$ cat src/rtl/multicycle_controller_if.sv
// rtl/multicycle_controller_if.sv - shared instruction/data memory port of the multi-cycle controller
interface multicycle_controller_if;
  logic       mem_req;
  logic       mem_we;
  logic       mem_addr_sel;
  logic [2:0] dm_ctrl;
  logic       mem_ready;

  modport master (
    output mem_req,
    output mem_we,
    output mem_addr_sel,
    output dm_ctrl,
    input  mem_ready
  );

  modport slave (
    input  mem_req,
    input  mem_we,
    input  mem_addr_sel,
    input  dm_ctrl,
    output mem_ready
  );
endinterface

$ cat src/rtl/multicycle_controller.sv
// rtl/multicycle_controller.sv - RV32I multi-cycle sequencer with memory timeout and trap
module multicycle_controller #(
  parameter int unsigned MEM_TIMEOUT = 16
) (
  input  logic                            clk,
  input  logic                            rst_n,
  input  logic                            halt,
  input  logic [31:0]                     instr,
  multicycle_controller_if.master         mem,
  output logic                            ir_write,
  output logic                            mdr_write,
  output logic                            pc_write,
  output logic                            alu_result_write,
  output logic                            ru_write,
  output logic [3:0]                      alu_op,
  output logic [2:0]                      imm_src,
  output logic [1:0]                      alu_a_src,
  output logic                            alu_b_src,
  output logic [1:0]                      ru_data_src,
  output logic [31:0]                     retired,
  output logic                            trap,
  output logic [1:0]                      trap_cause,
  output logic [2:0]                      state
);

  typedef enum logic [2:0] {
    S_IDLE      = 3'd0,
    S_FETCH     = 3'd1,
    S_DECODE    = 3'd2,
    S_EXECUTE   = 3'd3,
    S_MEM_RD    = 3'd4,
    S_MEM_WR    = 3'd5,
    S_WRITEBACK = 3'd6,
    S_TRAP      = 3'd7
  } state_t;

  localparam logic [6:0] OP_R     = 7'b0110011;
  localparam logic [6:0] OP_I     = 7'b0010011;
  localparam logic [6:0] OP_LOAD  = 7'b0000011;
  localparam logic [6:0] OP_STORE = 7'b0100011;
  localparam logic [6:0] OP_LUI   = 7'b0110111;
  localparam logic [6:0] OP_AUIPC = 7'b0010111;
  localparam logic [7:0] TMO_LAST = 8'(MEM_TIMEOUT - 1);

  state_t     state_q;
  state_t     state_next;
  logic [7:0] wait_cnt;
  logic [1:0] fault_cause;
  logic       retire;

  logic [6:0] opcode;
  logic [2:0] funct3;
  logic       is_r, is_i, is_ld, is_st, is_lui, is_auipc, legal;
  logic       mem_phase;
  logic       timeout_hit;
  logic       unused_instr_bits;

  assign opcode   = instr[6:0];
  assign funct3   = instr[14:12];
  assign is_r     = (opcode == OP_R);
  assign is_i     = (opcode == OP_I);
  assign is_ld    = (opcode == OP_LOAD);
  assign is_st    = (opcode == OP_STORE);
  assign is_lui   = (opcode == OP_LUI);
  assign is_auipc = (opcode == OP_AUIPC);
  assign legal    = is_r | is_i | is_ld | is_st | is_lui | is_auipc;
  assign unused_instr_bits = ^{instr[31], instr[29:15], instr[11:7]};

  // The wait counter only matters while a memory request is outstanding.
  assign mem_phase   = (state_q == S_FETCH) || (state_q == S_MEM_RD) || (state_q == S_MEM_WR);
  assign timeout_hit = mem_phase && !mem.mem_ready && (wait_cnt == TMO_LAST);

  assign trap  = (state_q == S_TRAP);
  assign state = state_q;

  // Next-state selection and per-state datapath strobes.
  always_comb begin
    state_next           = state_q;
    fault_cause          = 2'b00;
    retire               = 1'b0;
    mem.mem_req          = 1'b0;
    mem.mem_we           = 1'b0;
    mem.mem_addr_sel     = 1'b0;
    mem.dm_ctrl          = 3'b000;
    ir_write             = 1'b0;
    mdr_write            = 1'b0;
    pc_write             = 1'b0;
    alu_result_write     = 1'b0;
    ru_write             = 1'b0;
    alu_op               = 4'b0000;
    imm_src              = 3'b000;
    alu_a_src            = 2'b00;
    alu_b_src            = 1'b0;
    ru_data_src          = 2'b00;
    case (state_q)
      S_IDLE: begin
        if (!halt) state_next = S_FETCH;
      end
      S_FETCH: begin
        mem.mem_req = 1'b1;
        if (mem.mem_ready) begin
          ir_write   = 1'b1;
          pc_write   = 1'b1;
          state_next = S_DECODE;
        end else if (timeout_hit) begin
          fault_cause = 2'b10;
          state_next  = S_TRAP;
        end
      end
      S_DECODE: begin
        if (legal) begin
          state_next = S_EXECUTE;
        end else begin
          fault_cause = 2'b01;
          state_next  = S_TRAP;
        end
      end
      S_EXECUTE: begin
        alu_result_write = 1'b1;
        state_next       = S_WRITEBACK;
        if (is_r) begin
          alu_op = {instr[30], funct3};
        end else if (is_i) begin
          // Bit 30 only selects SRA vs SRL for shifts; elsewhere it is immediate data.
          alu_op    = ((funct3 == 3'b001) || (funct3 == 3'b101)) ? {instr[30], funct3} : {1'b0, funct3};
          alu_b_src = 1'b1;
        end else if (is_ld) begin
          alu_b_src  = 1'b1;
          state_next = S_MEM_RD;
        end else if (is_st) begin
          imm_src    = 3'b001;
          alu_b_src  = 1'b1;
          state_next = S_MEM_WR;
        end else if (is_auipc) begin
          imm_src   = 3'b100;
          alu_a_src = 2'b01;
          alu_b_src = 1'b1;
        end else if (is_lui) begin
          imm_src = 3'b100;
        end
      end
      S_MEM_RD: begin
        mem.mem_req      = 1'b1;
        mem.mem_addr_sel = 1'b1;
        mem.dm_ctrl      = funct3;
        if (mem.mem_ready) begin
          mdr_write  = 1'b1;
          state_next = S_WRITEBACK;
        end else if (timeout_hit) begin
          fault_cause = 2'b10;
          state_next  = S_TRAP;
        end
      end
      S_MEM_WR: begin
        mem.mem_req      = 1'b1;
        mem.mem_we       = 1'b1;
        mem.mem_addr_sel = 1'b1;
        mem.dm_ctrl      = funct3;
        imm_src          = 3'b001;
        if (mem.mem_ready) begin
          retire     = 1'b1;
          state_next = halt ? S_IDLE : S_FETCH;
        end else if (timeout_hit) begin
          fault_cause = 2'b10;
          state_next  = S_TRAP;
        end
      end
      S_WRITEBACK: begin
        ru_write    = 1'b1;
        imm_src     = (is_lui || is_auipc) ? 3'b100 : 3'b000;
        ru_data_src = is_ld ? 2'b01 : (is_lui ? 2'b11 : 2'b00);
        retire      = 1'b1;
        state_next  = halt ? S_IDLE : S_FETCH;
      end
      S_TRAP: begin
        state_next = S_TRAP;
      end
    endcase
  end

  // State register.
  always_ff @(posedge clk or negedge rst_n) begin
    if (!rst_n) state_q <= S_IDLE;
    else        state_q <= state_next;
  end

  // Memory wait counter: restarts on every state change, counts stalled cycles.
  always_ff @(posedge clk or negedge rst_n) begin
    if (!rst_n)                                  wait_cnt <= 8'd0;
    else if (state_next != state_q)              wait_cnt <= 8'd0;
    else if (mem_phase && !mem.mem_ready)        wait_cnt <= wait_cnt + 8'd1;
  end

  // Retired-instruction counter, wraps naturally.
  always_ff @(posedge clk or negedge rst_n) begin
    if (!rst_n)      retired <= 32'd0;
    else if (retire) retired <= retired + 32'd1;
  end

  // Trap cause is captured once on entry to TRAP and held until reset.
  always_ff @(posedge clk or negedge rst_n) begin
    if (!rst_n)                                          trap_cause <= 2'b00;
    else if ((state_q != S_TRAP) && (state_next == S_TRAP)) trap_cause <= fault_cause;
  end

endmodule

$ cat src/flat_wrapper.sv
// flat-port wrapper written by rule: the top's interface ports become plain ports
module multicycle_controller_flat 
#(
  parameter int unsigned MEM_TIMEOUT = 16
)
  (clk, rst_n, halt, instr, ir_write, mdr_write, pc_write, alu_result_write, ru_write, alu_op, imm_src, alu_a_src, alu_b_src, ru_data_src, retired, trap, trap_cause, state, mem_mem_req, mem_mem_we, mem_mem_addr_sel, mem_dm_ctrl, mem_mem_ready);
  multicycle_controller_if mem_i ();
  input  logic clk;
  input  logic rst_n;
  input  logic halt;
  input  logic [31:0] instr;
  output logic ir_write;
  output logic mdr_write;
  output logic pc_write;
  output logic alu_result_write;
  output logic ru_write;
  output logic [3:0] alu_op;
  output logic [2:0] imm_src;
  output logic [1:0] alu_a_src;
  output logic alu_b_src;
  output logic [1:0] ru_data_src;
  output logic [31:0] retired;
  output logic trap;
  output logic [1:0] trap_cause;
  output logic [2:0] state;
  output wire logic [$bits(mem_i.mem_req)-1:0] mem_mem_req;
  output wire logic [$bits(mem_i.mem_we)-1:0] mem_mem_we;
  output wire logic [$bits(mem_i.mem_addr_sel)-1:0] mem_mem_addr_sel;
  output wire logic [$bits(mem_i.dm_ctrl)-1:0] mem_dm_ctrl;
  input wire logic [$bits(mem_i.mem_ready)-1:0] mem_mem_ready;
  assign mem_mem_req = mem_i.mem_req;
  assign mem_mem_we = mem_i.mem_we;
  assign mem_mem_addr_sel = mem_i.mem_addr_sel;
  assign mem_dm_ctrl = mem_i.dm_ctrl;
  assign mem_i.mem_ready = mem_mem_ready;
  multicycle_controller #(.MEM_TIMEOUT(MEM_TIMEOUT)) u_core (.clk(clk), .rst_n(rst_n), .halt(halt), .instr(instr), .mem(mem_i), .ir_write(ir_write), .mdr_write(mdr_write), .pc_write(pc_write), .alu_result_write(alu_result_write), .ru_write(ru_write), .alu_op(alu_op), .imm_src(imm_src), .alu_a_src(alu_a_src), .alu_b_src(alu_b_src), .ru_data_src(ru_data_src), .retired(retired), .trap(trap), .trap_cause(trap_cause), .state(state));
endmodule
$ cat config.mk
export PLATFORM = sky130hd
export DESIGN_NAME = multicycle_controller_flat
export DESIGN_NICKNAME = d
export VERILOG_FILES = /design/src/rtl/multicycle_controller_if.sv /design/src/rtl/multicycle_controller.sv /design/src/flat_wrapper.sv
export SDC_FILE = /design/constraint.sdc
export NUM_CORES = 1
export LEC_CHECK = 0
export BUFFER_PORTS_ARGS = -buffer_cell sky130_fd_sc_hd__buf_2
export CAP_MARGIN = 10
export CELL_PAD_IN_SITES_DETAIL_PLACEMENT = 1
export CELL_PAD_IN_SITES_GLOBAL_PLACEMENT = 1
export CORE_ASPECT_RATIO = 1.4
export CORE_UTILIZATION = 36
export DETAILED_ROUTE_END_ITERATION = 12
export GPL_TIMING_DRIVEN = 0
export PLACE_DENSITY_LB_ADDON = 0.1
export RECOVER_POWER = 100
export SLEW_MARGIN = 20
export SYNTH_ARGS = -nofsm -noshare
export SYNTH_HDL_FRONTEND = slang
export SYNTH_SLANG_ARGS = --single-unit
$ cat constraint.sdc
create_clock -name clk -period 2.4 [get_ports clk]
set_input_delay 0.24 -clock clk [delete_from_list [all_inputs] [get_ports clk]]
set_output_delay 0.24 -clock clk [all_outputs]
set_load 0.05 [all_outputs]
* After elaboration in Yosys (flattened, before gate mapping) *
Cells that the tools add are included.

word-level totals
  register bits = 45
  output and inout port bits = 61
  word-level logic and storage cells = 97
  input port bits = 36

cells by class
  reductions and logical operators = 12
  $add $sub $neg = 2
  bitwise gates (word level) = 5
  equality and inequality tests = 19
  multiplexer cells = 55

operators by type and width
  operator                                                                count
  3-bit 2-to-1 mux                                                        17
  32-bit by 1-bit adder with 32-bit output (second input constant)        1
  3-bit one-hot mux with 8 select lines                                   1
  2-bit 2-to-1 mux                                                        11
  7-bit by 6-bit equality test with 1-bit output (second input constant)  3
  3-bit equality test (second input constant)                             6
  1-bit 2-to-1 mux                                                        17
  4-bit 2-to-1 mux                                                        4
  8-bit 2-to-1 mux                                                        2
  7-bit by 5-bit equality test with 1-bit output (second input constant)  2
  3-bit one-hot mux with 3 select lines                                   1
  8-bit by 1-bit adder with 8-bit output (second input constant)          1
  8-bit by 4-bit equality test with 1-bit output (second input constant)  1
  7-bit by 2-bit equality test with 1-bit output (second input constant)  1
  3-bit by 1-bit equality test with 1-bit output (second input constant)  2
  3-bit by 2-bit equality test with 1-bit output (second input constant)  2
  1-bit OR                                                                5
  1-bit logical OR                                                        4
  2-bit one-hot mux with 2 select lines                                   1
  1-bit logical AND                                                       3
  3-bit zero test                                                         1
  3-bit != test                                                           1
  3-bit != test (second input constant)                                   1
  3-bit OR reduction                                                      1
  4 further kinds                                                         4

* Logic depth before layout (Yosys ltp) *
Gate-level depths: netlist of the first run.

  depth after elaboration = 10
  mapped depth = 7
  gate-level depth less buffers = 6

* Worst setup path before layout of the first run *
OpenSTA, ideal clock, no wires.

  path kind = register to output
  start = register u_core.state_q[0] (netlist: u_core.state[0])
  end = output port pc_write
  path slack = -0.833 ns
  required time = 2.160 ns
  buffers on the path = 3
  arrival time = 2.993 ns
  stages on the path, launching flop included = 5
  path through = dfrtp_1 > clkbuf_8 > clkbuf_8 > nor4bb_1 > buf_4

on the way
  cells in the longest elaborated chain, start to end = 2

ends and longest elaborated chain
  element                                         line                          RTL
  start: declaration                              multicycle_controller.sv:45   state_t state_q;
  start signal: assignment                        multicycle_controller.sv:184  else state_q <= state_next;
  3-bit by 1-bit equality test with 1-bit output  --
  1-bit 2-to-1 mux                                --
  end: declaration                                flat_wrapper.sv:14            output logic pc_write;

Every way passes these cells.

* Worst setup path after layout of the first run *
  start = register u_core.state_q[0] (netlist: u_core.state[0])
  end = output port imm_src[0]

on the way
  cells in the longest elaborated chain, start to end = 2
  elaborated cells on any way between the ends = 4
  classes of those cells = eq/ne (3); mux (1)

ends and longest elaborated chain
  element                                                                                       line                         RTL
  3-bit equality test / 3-bit by 2-bit equality test with 1-bit output (equally long branches)  multicycle_controller.sv:95  case (state_q)
  3-bit one-hot mux with 3 select lines *                                                       multicycle_controller.sv:95
  end: declaration                                                                              flat_wrapper.sv:18           output logic [2:0] imm_src;

Every way passes the cells marked *; elsewhere a longest branch is shown, timed or not.

==> key figures, run 1 <==
CTS
  – CTS tree: done
  – H-tree depth: 2
  – Clock slew at reported path FFs: around 0.080 ns
  – CTS max path bufs: 2
  – Root Driver: clkbuf_8
  – CTS Buf Count: 5
  – Total clock sinks: 45
  – Setup Fix Bufs, Post-CTS: 0
  – Clk_lat worst skew: about 0.30 ns

Worst setup path
  – Worst setup SP type: flop
  – Critical path data arrival time: 2.00 ns
  – Req. time, crit path: 2.16 ns
  – CP endpoint kind: primary output
  – Critical path type: reg2out
  – CP max FO: 10

Logic synthesis
  – Post-synthesis instance total: around 240
  – Dominant synthesized flop cell: dfrtp_1
  – Flops & latches, synth: 45
  – Most frequent cell after synthesis: dfrtp_1
  – Yosys Warn Count: 0
  – Sequential share of the synthesized area: 0.4608
  – Avg Cell Area, Syn: 10.06 µm²
  – Post-synth top area share: 0.4608
  – Post-synth top cells: 45 x dfrtp_1, 29 x nand2_1, 29 x xnor2_1
  – Synth area leader: dfrtp_1
  – Ys async rst share: 1.000
  – Synth top area cells: dfrtp_1 46%, xnor2_1 10%, nand2_1 4.5%
  – Area of the mapped netlist: ~2400 µm²
  – Number of synthesized flops with an enable pin: 0
  – Post-synth cell types: between 40 and 50

GRT
  – Busiest layer in global routing: met2
  – Largest net degree at the start of global routing: 46
  – Total GRT Usage: 0.1675
  – Initial antenna violation count: 0
  – Vias in the first global route: slightly below 2000
  – Met3 Use GR: 0.03343
  – Grt ovf: 0
  – First-pass GRT wire length: ~9.5 mm
  – Met2 usage: 0.2888
  – GR met1 Demand/Resource: 0.2065

Route
  – Drt wl/cell: approximately 14 µm
  – Starting DRT DRC Count: 51
  – Vias: ~2100
  – Via-to-Cell Ratio: 5.245
  – Routed Antenna Nets: 0
  – Routed WL: approximately 5.7 mm
  – # DRC: 0
  – First drt pass iteration count: 6

Floorplanning
  – Die X: just over 70 µm
  – Die area: about 7100 µm²
  – Site Rows: 35
  – Die height: 99.48 µm
  – I/O pins: 97
  – Initial Util: 0.3720
  – Total core area: approximately 6600 µm²

STA
  – Fin worst setup slack: around 0.16 ns
  – Tmin final: ~2.2 ns
  – Final Hold Violating Endpoints: 0
  – Slew Viols, Final: 0
  – Final setup viols: 0
  – Fmax: 446.2 MHz
  – RSZ-0062 raised after global routing: no
  – Max_slew headroom: 0.2454
  – Period Utilization, post-route: 0.9338
  – Setup Skew: between 0.005 and 0.006 ns
  – Actual slew at the worst max-slew pin: ~1.1 ns

Finish
  – Nets: around 360
  – Area growth syn-to-layout: 23.55%
  – Layout cell share with drive strength beyond 1: 0.1933
  – ANT cells: 0
  – Final Util: 0.4596
  – Final std cells w/o fill: 400

Power and ir drop
  – Max VDD drop: between 0.4 and 0.5 mV
  – Overall power: ~3000 µW
  – Pwr dens: 1011 nW/µm²
  – Leakage power: between 0.001 and 0.0015 µW

Job
  – # Max-Cap Violations: 0

Placement
  – Hpwl dp: around 4.2 mm
  – GPL Wtd Cong: 0.7345
  – Cell Count Post-Placement: ~390
  – Pre-CTS WS: around 0.16 ns
  – Port Buffer Count: 73

Min path
  – HP Class: in2reg

Outcome
  – Status: finished clean
[state kept, by name, indices dropped and copies added, names as in the netlist]
signal,cells
u_core.state,3
u_core.retired,32
u_core.trap_cause,2
u_core.wait_cnt,8
[critical path, stage by stage, from the launching register on]
cell      delay (ns)
dfrtp_1         0.37
clkbuf_8        0.18
nand3b_1        0.29
nor4_4          0.43
or2_2           0.17
clkbuf_2        0.26
[final cells by class]
class | instances | area [µm²]
Fill cell | 813 | 3550
Tap cell | 74 | 92.59
Clock inverter | 1 | 30.03
Sequential cell | 45 | 1127
Clock buffer | 7 | 86.33
Multi-Input combinational cell | 181 | 1246
Timing Repair Buffer | 74 | 311.5
Inverter | 8 | 31.28
Buffer | 10 | 93.84
[logic make-up after synthesis]
kind of cell	synth area share
buffers and inverters	0.05120
other	0.001535
XOR/XNOR	0.1398
AO/OA/AOI/OAI	0.07731
flip-flops	0.4608
multiplexers	0.008704
AND/OR/NAND/NOR	0.2504
adder cells (fa/ha/maj)	0.01024
[cells in the final DEF (no fill, tap or decap), types with 2 or more instances in the layout]
| cell | Yosys | final |
|---|---|---|
| clkbuf_1 | 0 | 53 |
| dfrtp_1 | 45 | 44 |
| nand2_1 | 29 | 29 |
| xnor2_1 | 29 | 29 |
| nor2_1 | 19 | 17 |
| buf_2 | 2 | 15 |
| nand3_1 | 13 | 13 |
| clkbuf_8 | 4 | 10 |
| xor2_1 | 10 | 10 |
| and3_1 | 9 | 9 |
| clkbuf_2 | 0 | 8 |
| inv_1 | 7 | 7 |
| nand4_1 | 7 | 7 |
| nor3_1 | 7 | 6 |
| and2_1 | 8 | 5 |
| buf_4 | 4 | 4 |
| or2_2 | 4 | 4 |
| nand2b_1 | 3 | 3 |
| o211ai_1 | 2 | 3 |
| a21oi_1 | 4 | 3 |
| nand3b_1 | 2 | 2 |
| o21ai_0 | 2 | 2 |
| nor3_2 | 1 | 2 |
| a211oi_2 | 1 | 2 |
| and4_1 | 2 | 2 |
| and2_0 | 0 | 2 |
| ha_1 | 2 | 2 |
| conb_1 | 1 | 2 |
[path summary, 6_finish.rpt]
| kind | from | to | slack [ns] | depth (start not counted) |
|---|---|---|---|---|
| setup / recovery | u_core.state[0]$_DFF_PN0_ | imm_src[0] | 0.16 | 5 |
| hold / removal | mem_mem_ready | u_core.state[2]$_DFF_PN0_ | 0.40 | 4 |
| setup reg to reg | u_core.state[1]$_DFF_PN0_ | u_core.retired[29]$_DFFE_PN0P_ | 0.26 | 7 |
| hold reg to reg | u_core.trap_cause[1]$_DFFE_PN0P_ | u_core.trap_cause[1]$_DFFE_PN0P_ | 0.48 | 1 |
| max in group asynchronous | rst_n | u_core.state[2]$_DFF_PN0_ | 0.93 | 2 |
| min in group asynchronous | rst_n | u_core.state[0]$_DFF_PN0_ | 0.69 | 2 |
[routing by layer]
layer	vias to the layer above	wire, µm
li1	991	-
met4	0	87
met5	-	0
met3	6	285
met1	1045	2467
met2	56	2836
[per-stage QoR]
stage	hold slack (ns)	setup TNS [ns]	cell area (µm²)
3_3_place_gp	0.4611	0	2949
6_report	0.3977	0	3019
5_1_grt	0.4389	0	3019
3_5_place_dp	0.4611	0	2949
2_1_floorplan	-0.05559	-0.2531	2491
4_1_cts	0.1584	0	3073
[report_power, final]
group          total, µW  internal [µW]  leakage, µW  switching, µW
combinational       1530            422     0.000664           1110
clock                594            340    0.0000585            254
sequential           931            842     0.000604           88.9
[timing repair]
| item | 4_1_cts | 5_1_grt |
|---|---|---|
| hold endpoints to repair | 0 | 32 |
| setup endpoints to repair | 2 | 2 |
| gates resized for setup | 2 | 2 |
| hold buffers | 0 | 1 |
Note: power is estimated with default switching activity, not from simulation.
==> run 2, diff against run 1 <==
--- a/config.mk
+++ b/config.mk
@@ -12,8 +12,8 @@
 export CORE_ASPECT_RATIO = 1.4
 export CORE_UTILIZATION = 36
 export DETAILED_ROUTE_END_ITERATION = 12
-export GPL_TIMING_DRIVEN = 0
-export PLACE_DENSITY_LB_ADDON = 0.1
+export GPL_TIMING_DRIVEN = 1
+export PLACE_DENSITY_LB_ADDON = 0.15
 export RECOVER_POWER = 100
 export SLEW_MARGIN = 20
 export SYNTH_ARGS = -nofsm -noshare
==> run 2 against run 1 <==
- sequential share of layout area grew 0.99 points
- sequential power rose by 7%
- clock power fell by 24%
- via count is 1.7% lower
- global-route usage up 0.76 points
- cell count grew 0.25%
- first-iteration DRC count up 35%
- worst hold slack gained 0.025 ns
- utilization shrank 1.1 points
- routed wire length up 3.0%
- final area decreased by 2.5%
- largest cell class unchanged
- highest routed layer unchanged
==> key figures, run 2 (synthesized netlist as in run 1, its figures left out) <==
GRT
  – Initial antenna violation count: 0 (unchanged)
  – First-pass GRT wire length: 9.942 mm (+5.0%)
  – GR met1 Demand/Resource: 0.2025 (-0.004041)
  – Vias in the first global route: 2102 (+5.9%)
  – Met2 usage: 0.3251 (+0.03628)
  – Grt ovf: 0 (unchanged)
  – Total GRT Usage: 0.1751 (+0.007626)
  – Busiest layer in global routing: met2
  – Met3 Use GR: 0.02837 (-0.005066)
  – Largest net degree at the start of global routing: 24 (-48%)

Power and ir drop
  – Internal power: 1436 µW (-10%)
  – Sw Share: 0.4990 (+0.02425)
  – Logic pwr share: 0.493 (-0.008)
  – Switching power total: 1430 µW (-1.3%)
  – Max VDD drop: 0.3433 mV (-25%)
  – Leakage power: 0.001302 µW (-1.8%)
  – Clock Power Share: 0.158 (-0.037)
  – Flop pwr share: 0.349 (+0.044)
  – Pwr dens: 973.7 nW/µm² (-3.7%)

STA
  – Period Utilization, post-route: 0.9280 (-0.005777)
  – Final Hold Violating Endpoints: 0 (unchanged)
  – RSZ-0062 raised after global routing: no
  – Setup Skew: 0.002365 ns (-0.002875 ns)
  – Actual slew at the worst max-slew pin: 1.221 ns (+0.08950 ns)
  – Final setup viols: 0 (unchanged)
  – Fmax: 449.0 MHz (+0.62%)
  – Tmin final: 2.227 ns (-0.01387 ns)
  – Slew Viols, Final: 0 (unchanged)
  – Max_slew headroom: 0.1858 (-0.05967)
  – Fin worst setup slack: 0.1727 ns (+0.01387 ns)

Worst setup path
  – CP max FO: 12 (+2)
  – Critical path type: reg2out
  – Req. time, crit path: 2.16 ns (about the same)
  – Worst path slowest cell: dfrtp_1
  – Critical path data arrival time: 1.99 ns (about the same)
  – Max stage delay on crit path: 0.53 ns (+0.10 ns)
  – Crit Reg-Reg Startpoint: u_core.state[1]$_DFF_PN0_
  – Crit path buffers/inverters: 1 (-1)
  – CP endpoint kind: primary output
  – Worst setup SP type: flop
  – RR Endpoint: u_core.retired[29]$_DFFE_PN0P_
  – R2R setup slack: 0.30 ns (+0.04 ns)
  – CP Cell Sequence: nand2b_1, or2_2, a211oi_2, clkbuf_2
  – R2R depth: 6 (-1)
  – Kind of cell adding the most delay to the critical path: simple AND/OR/NAND/NOR gates

Floorplanning
  – Site Rows: 35 (unchanged)
  – I/O pins: 97 (unchanged)
  – Die X: 71.63 µm (unchanged)
  – Die area: 7126 µm² (unchanged)
  – Initial Util: 0.3720 (unchanged)
  – Total core area: 6569 µm² (unchanged)
  – Die height: 99.48 µm (unchanged)

Placement
  – GPL Wtd Cong: 0.7291 (-0.74%)
  – Cell Count Post-Placement: 392 (+0.26%)
  – Pre-CTS WS: 0.2432 ns (+0.08649 ns)
  – Hpwl dp: 4.561 mm (+8.0%)
  – Port Buffer Count: 73 (unchanged)

CTS
  – H-tree depth: 2 (unchanged)
  – Clock slew at reported path FFs: 0.08 ns (about the same)
  – CTS Buf Count: 5 (unchanged)
  – Root Driver: clkbuf_8
  – Clk_lat worst skew: 0.29 ns (about the same)
  – CTS tree: done
  – CTS max path bufs: 2 (unchanged)
  – Total clock sinks: 45 (unchanged)

Finish
  – Area growth syn-to-layout: 20.48%
  – Final std cells w/o fill: 401 (+0.25%)
  – Layout cell share with drive strength beyond 1: 0.1957 (+0.002467)
  – Fillcell total: 808 (-0.62%)
  – Commonest non-fill, non-tap cell in the layout: clkbuf_1
  – Largest reg by FF count: u_core.retired
  – ANT cells: 0 (unchanged)
  – Final Util: 0.4482 (-0.01143)
  – Nets: 364 (+0.28%)
  – Most frequent cells in the layout: 50 x clkbuf_1, 43 x dfrtp_1, 29 x nand2_1, 29 x xnor2_1, 17 x nor2_1
  – Largest register FFs: 32 (unchanged)

Route
  – Vias: 2063 (-1.7%)
  – Starting DRT DRC Count: 69 (+35%)
  – Drt wl/cell: 14.58 µm (+2.7%)
  – Routed WL: 5.846 mm (+3.0%)
  – # DRC: 0 (unchanged)
  – Routed Antenna Nets: 0 (unchanged)
  – First drt pass iteration count: 4 (-2)
  – Via-to-Cell Ratio: 5.145 (-1.9%)

Job
  – # Max-Cap Violations: 0 (unchanged)

Outcome
  – Status: finished clean

Min path
  – HP Class: in2reg
  – Hold Crit Start: mem_mem_ready
  – Worst hold stages: 4 (unchanged)
  – Hold endpoint: u_core.state[2]$_DFF_PN0_
-- run 2: cell types whose count changed in the layout (fill, tap and decap cells not counted), moves of 2 or more --
| cell | delta |
|---|---|
| clkbuf_8 | -5 |
| buf_4 | +3 |
| clkbuf_2 | +5 |
| clkbuf_1 | -3 |
| nor4_1 | +2 |
-- run 2: stage by stage --
stage               setup TNS [ns]  power, µW  cell area [µm²]  hold WS (ns)
floorplan                  -0.2531       2167             2491      -0.05559
global route                     0       3050             2944        0.4436
finish                           0       2867             2944        0.4223
global placement                 0       2464             2937        0.2495
CTS                              0       2966             3029        0.4293
detailed placement               0       2493             2937        0.2480
-- run 2: timing repair --
action | 4_1_cts | 5_1_grt
setup buffers | 0 | 0
hold endpoints to repair | 21 | 0
resized for setup | 0 | 1
endpoints found under the setup margin | 0 | 6
hold buffers | 1 | 0
-- run 2: worst max-delay path by stage --
stage | startpoint | to | slack, ns | cells past startpoint
after global routing | u_core.state[0]$_DFF_PN0_ | imm_src[0] | 0.02 | 5
after floorplan | u_core.state[0]$_DFF_PN0_ | pc_write | -0.22 | 4
final | u_core.state[0]$_DFF_PN0_ | ru_data_src[0] | 0.17 | 4
after detailed placement | u_core.state[1]$_DFF_PN0_ | u_core.wait_cnt[1]$_DFFE_PN0P_ | 0.24 | 7
after CTS | u_core.state[1]$_DFF_PN0_ | imm_src[0] | 0.06 | 6
after global placement | u_core.state[1]$_DFF_PN0_ | u_core.wait_cnt[4]$_DFFE_PN0P_ | 0.31 | 7
-- run 2: cell type report --
class                   count  area, µm²  area share
clock buffers               6      72.57     0.02465
well taps                  74      92.59     0.03145
inverters                   8      30.03     0.01020
flip-flops and latches     45       1129      0.3833
multi-input cells         181       1225      0.4161
clock inverters             2      10.01    0.003400
repair buffers             85      385.4      0.1309
-- run 2: worst min-delay path, delay by kind of cell --
family,cells,cell delay (ns)
AOI/OAI and AO/OA,1,0.08
and+or+nand+nor,2,0.20
buffers and inverters,1,0.15
-- run 2: power groups by stage --
stage	Sequential, µW	Combinational, µW	Clock (µW)
global route	1020	1520	509
detailed placement	1010	1480	0
CTS	999	1490	481
finish	1000	1410	453
global placement	1010	1450	0
floorplan	1190	980	0
-- run 2: metal layers --
metal  up-vias  wire length [µm]
met3         6               263
met5         -                 0
met4         0                76
met1      1000              2466
li1        997                 -
met2        60              3039
==> run 3, diff against run 2 <==
--- a/config.mk
+++ b/config.mk
@@ -11,6 +11,7 @@
 export CELL_PAD_IN_SITES_GLOBAL_PLACEMENT = 1
 export CORE_ASPECT_RATIO = 1.4
 export CORE_UTILIZATION = 36
+export CTS_CLUSTER_SIZE = 40
 export DETAILED_ROUTE_END_ITERATION = 12
 export GPL_TIMING_DRIVEN = 1
 export PLACE_DENSITY_LB_ADDON = 0.15
==> constraint.sdc (replaced) <==
create_clock -name clk -period 2.4 [get_ports clk]
set_input_delay 0.24 -clock clk [delete_from_list [all_inputs] [get_ports clk]]
set_output_delay 0.24 -clock clk [all_outputs]
set_load 0.005 [all_outputs]
==> run 3 against run 2 <==
- first-iteration DRC count down 2.9%
- worst hold slack worse by 0.046 ns
- fmax up 4.6%
- non-clock buffer count unchanged
- global-route usage up 0.30 points
- cell count unchanged
- power down 18%
- register-to-register slack better by 0.05 ns
- die area unchanged
- sequential power about the same
- clock skew up 0.0027 ns
- critical path type unchanged
- critical endpoint is now alu_op[3]
==> key figures, run 3 (synthesized netlist as in run 1, its figures left out) <==
Outcome
  – Status: finished clean

Finish
  – Most frequent cells in the layout: 44 x buf_2, 43 x dfrtp_1, 32 x clkbuf_1
  – Nets: 364 (unchanged)
  – Commonest non-fill, non-tap cell in the layout: buf_2
  – Largest register FFs: 32 (unchanged)
  – Layout cell share with drive strength beyond 1: 0.2232 (+0.02752)
  – Largest reg by FF count: u_core.retired
  – ANT cells: 0 (unchanged)
  – Area growth syn-to-layout: 20.12%

Placement
  – Hpwl dp: 4.457 mm (-2.3%)
  – GPL Wtd Cong: 0.7215 (-1.0%)
  – Port Buffer Count: 73 (unchanged)

Floorplanning
  – Total core area: 6569 µm² (unchanged)
  – Die area: 7126 µm² (unchanged)
  – I/O pins: 97 (unchanged)
  – Die X: 71.63 µm (unchanged)
  – Site Rows: 35 (unchanged)
  – Die height: 99.48 µm (unchanged)
  – Initial Util: 0.3720 (unchanged)

STA
  – Max_slew headroom: 0.4213 (+0.2355)
  – Final Hold Violating Endpoints: 0 (unchanged)
  – Setup_tns: 0 ns (unchanged)
  – Fmax: 469.5 MHz (+4.6%)
  – Tmin final: 2.130 ns (-0.09721 ns)
  – Slew Viols, Final: 0 (unchanged)
  – Period Utilization, post-route: 0.8875 (-0.04050)
  – Actual slew at the worst max-slew pin: 0.8681 ns (-0.3533 ns)
  – Final setup viols: 0 (unchanged)
  – RSZ-0062 raised after global routing: no
  – Setup Skew: 0.005040 ns (+0.002676 ns)

CTS
  – Root Driver: clkbuf_8
  – Clock slew at reported path FFs: 0.08 ns (about the same)
  – Total clock sinks: 45 (unchanged)
  – CTS tree: done
  – Setup Fix Bufs, Post-CTS: 0 (unchanged)
  – Clk_lat worst skew: 0.29 ns (about the same)
  – H-tree depth: 2 (unchanged)
  – CTS max path bufs: 2 (unchanged)
  – CTS Buf Count: 5 (unchanged)

Worst setup path
  – CP endpoint kind: primary output
  – Req. time, crit path: 2.16 ns (about the same)
  – CP max FO: 12 (unchanged)
  – Kind of cell adding the most delay to the critical path: simple AND/OR/NAND/NOR gates
  – R2R setup slack: 0.35 ns (+0.05 ns)
  – Worst setup SP type: flop
  – Critical path type: reg2out
  – Worst path slowest cell: dfrtp_1
  – CP Cell Sequence: nand3b_1, nor4_1, clkbuf_1, and3_1, buf_2
  – Max stage delay on crit path: 0.57 ns (+0.04 ns)
  – Critical path data arrival time: 1.89 ns (-0.10 ns)
  – Crit path buffers/inverters: 2 (+1)

Power and ir drop
  – Leakage power: 0.001379 µW (+5.9%)
  – Pwr dens: 801.3 nW/µm² (-18%)
  – Overall power: 2352 µW (-18%)
  – Max VDD drop: 0.3415 mV (-0.53%)

GRT
  – First-pass GRT wire length: 10.02 mm (+0.76%)
  – Vias in the first global route: 2111 (+0.43%)
  – Largest net degree at the start of global routing: 24 (unchanged)
  – Total GRT Usage: 0.1782 (+0.003017)
  – Grt ovf: 0 (unchanged)
  – Initial antenna violation count: 0 (unchanged)

Route
  – Via-to-Cell Ratio: 5.127 (-0.34%)
  – # DRC: 0 (unchanged)
  – Starting DRT DRC Count: 67 (-2.9%)
  – Routed Antenna Nets: 0 (unchanged)
  – Drt wl/cell: 14.40 µm (-1.2%)
  – First drt pass iteration count: 4 (unchanged)
  – Routed WL: 5.774 mm (-1.2%)
  – Vias: 2056 (-0.34%)

Job
  – # Max-Cap Violations: 0 (unchanged)

Min path
  – HP Class: in2async
run 3: changes by cell type in the layout (fill, tap and decap cells not counted), moves of 2 or more:
cell / delta
buf_4: -2
buf_2: +30
and2_0: +2
nor2_1: +2
a211oi_2: -2
clkbuf_1: -18
clkbuf_2: -11
clkbuf_8: +2
a211oi_1: +2
run 3: timing repair:
action                                  CTS  global route
resized for setup                         0             2
hold endpoints to repair                  6             0
hold buffers                              1             0
endpoints found under the setup margin    0             5
run 3: final cells by class:
| type | count | area, µm² |
|---|---|---|
| Fill cell | 812 | 3633 |
| Multi-Input combinational cell | 181 | 1181 |
| Sequential cell | 45 | 1129 |
| Timing Repair Buffer | 85 | 401.6 |
| Clock buffer | 7 | 96.34 |
| Tap cell | 74 | 92.59 |
| Inverter | 8 | 30.03 |
| Clock inverter | 1 | 5.005 |
run 3: through the flow:
stage               instances  setup slack (ns)    util  cell area (µm²)  hold WS (ns)
floorplan                 244            0.5026       -             2447      -0.05559
global placement          392            0.2802  0.4404             2893       0.08379
detailed placement        392            0.2504  0.4404             2893       0.08905
CTS                       401           0.08340  0.4573             3004        0.2980
global route              401           0.05676  0.4469             2935        0.4325
finish                    401            0.2699  0.4469             2935        0.3762
run 3: power breakdown:
| group | internal [µW] | switching, µW | leakage (µW) |
|---|---|---|---|
| Combinational | 374 | 453 | 0.000722 |
| Clock | 261 | 256 | 0.0000542 |
| Sequential | 843 | 166 | 0.000603 |
run 3: final timing paths:
| check | depth (start not counted) | startpoint | to |
|---|---|---|---|
| min reg2reg | 1 | u_core.retired[31]$_DFFE_PN0P_ | u_core.retired[31]$_DFFE_PN0P_ |
| max in group asynchronous | 3 | rst_n | u_core.retired[29]$_DFFE_PN0P_ |
| min | 2 | rst_n | u_core.retired[12]$_DFFE_PN0P_ |
| max | 5 | u_core.state[1]$_DFF_PN0_ | alu_op[3] |
| max reg2reg | 5 | u_core.state[1]$_DFF_PN0_ | u_core.trap_cause[1]$_DFFE_PN0P_ |
| min in group clk | 4 | mem_mem_ready | u_core.state[2]$_DFF_PN0_ |
run 3: metal layers:
metal	part of all wire	vias to the layer above	GRT usage
li1	-	993	-
met1	0.42	991	0.2150
met3	0.047	8	0.02634
met2	0.51	64	0.3157
met5	0	-	0
met4	0.017	0	0.06938
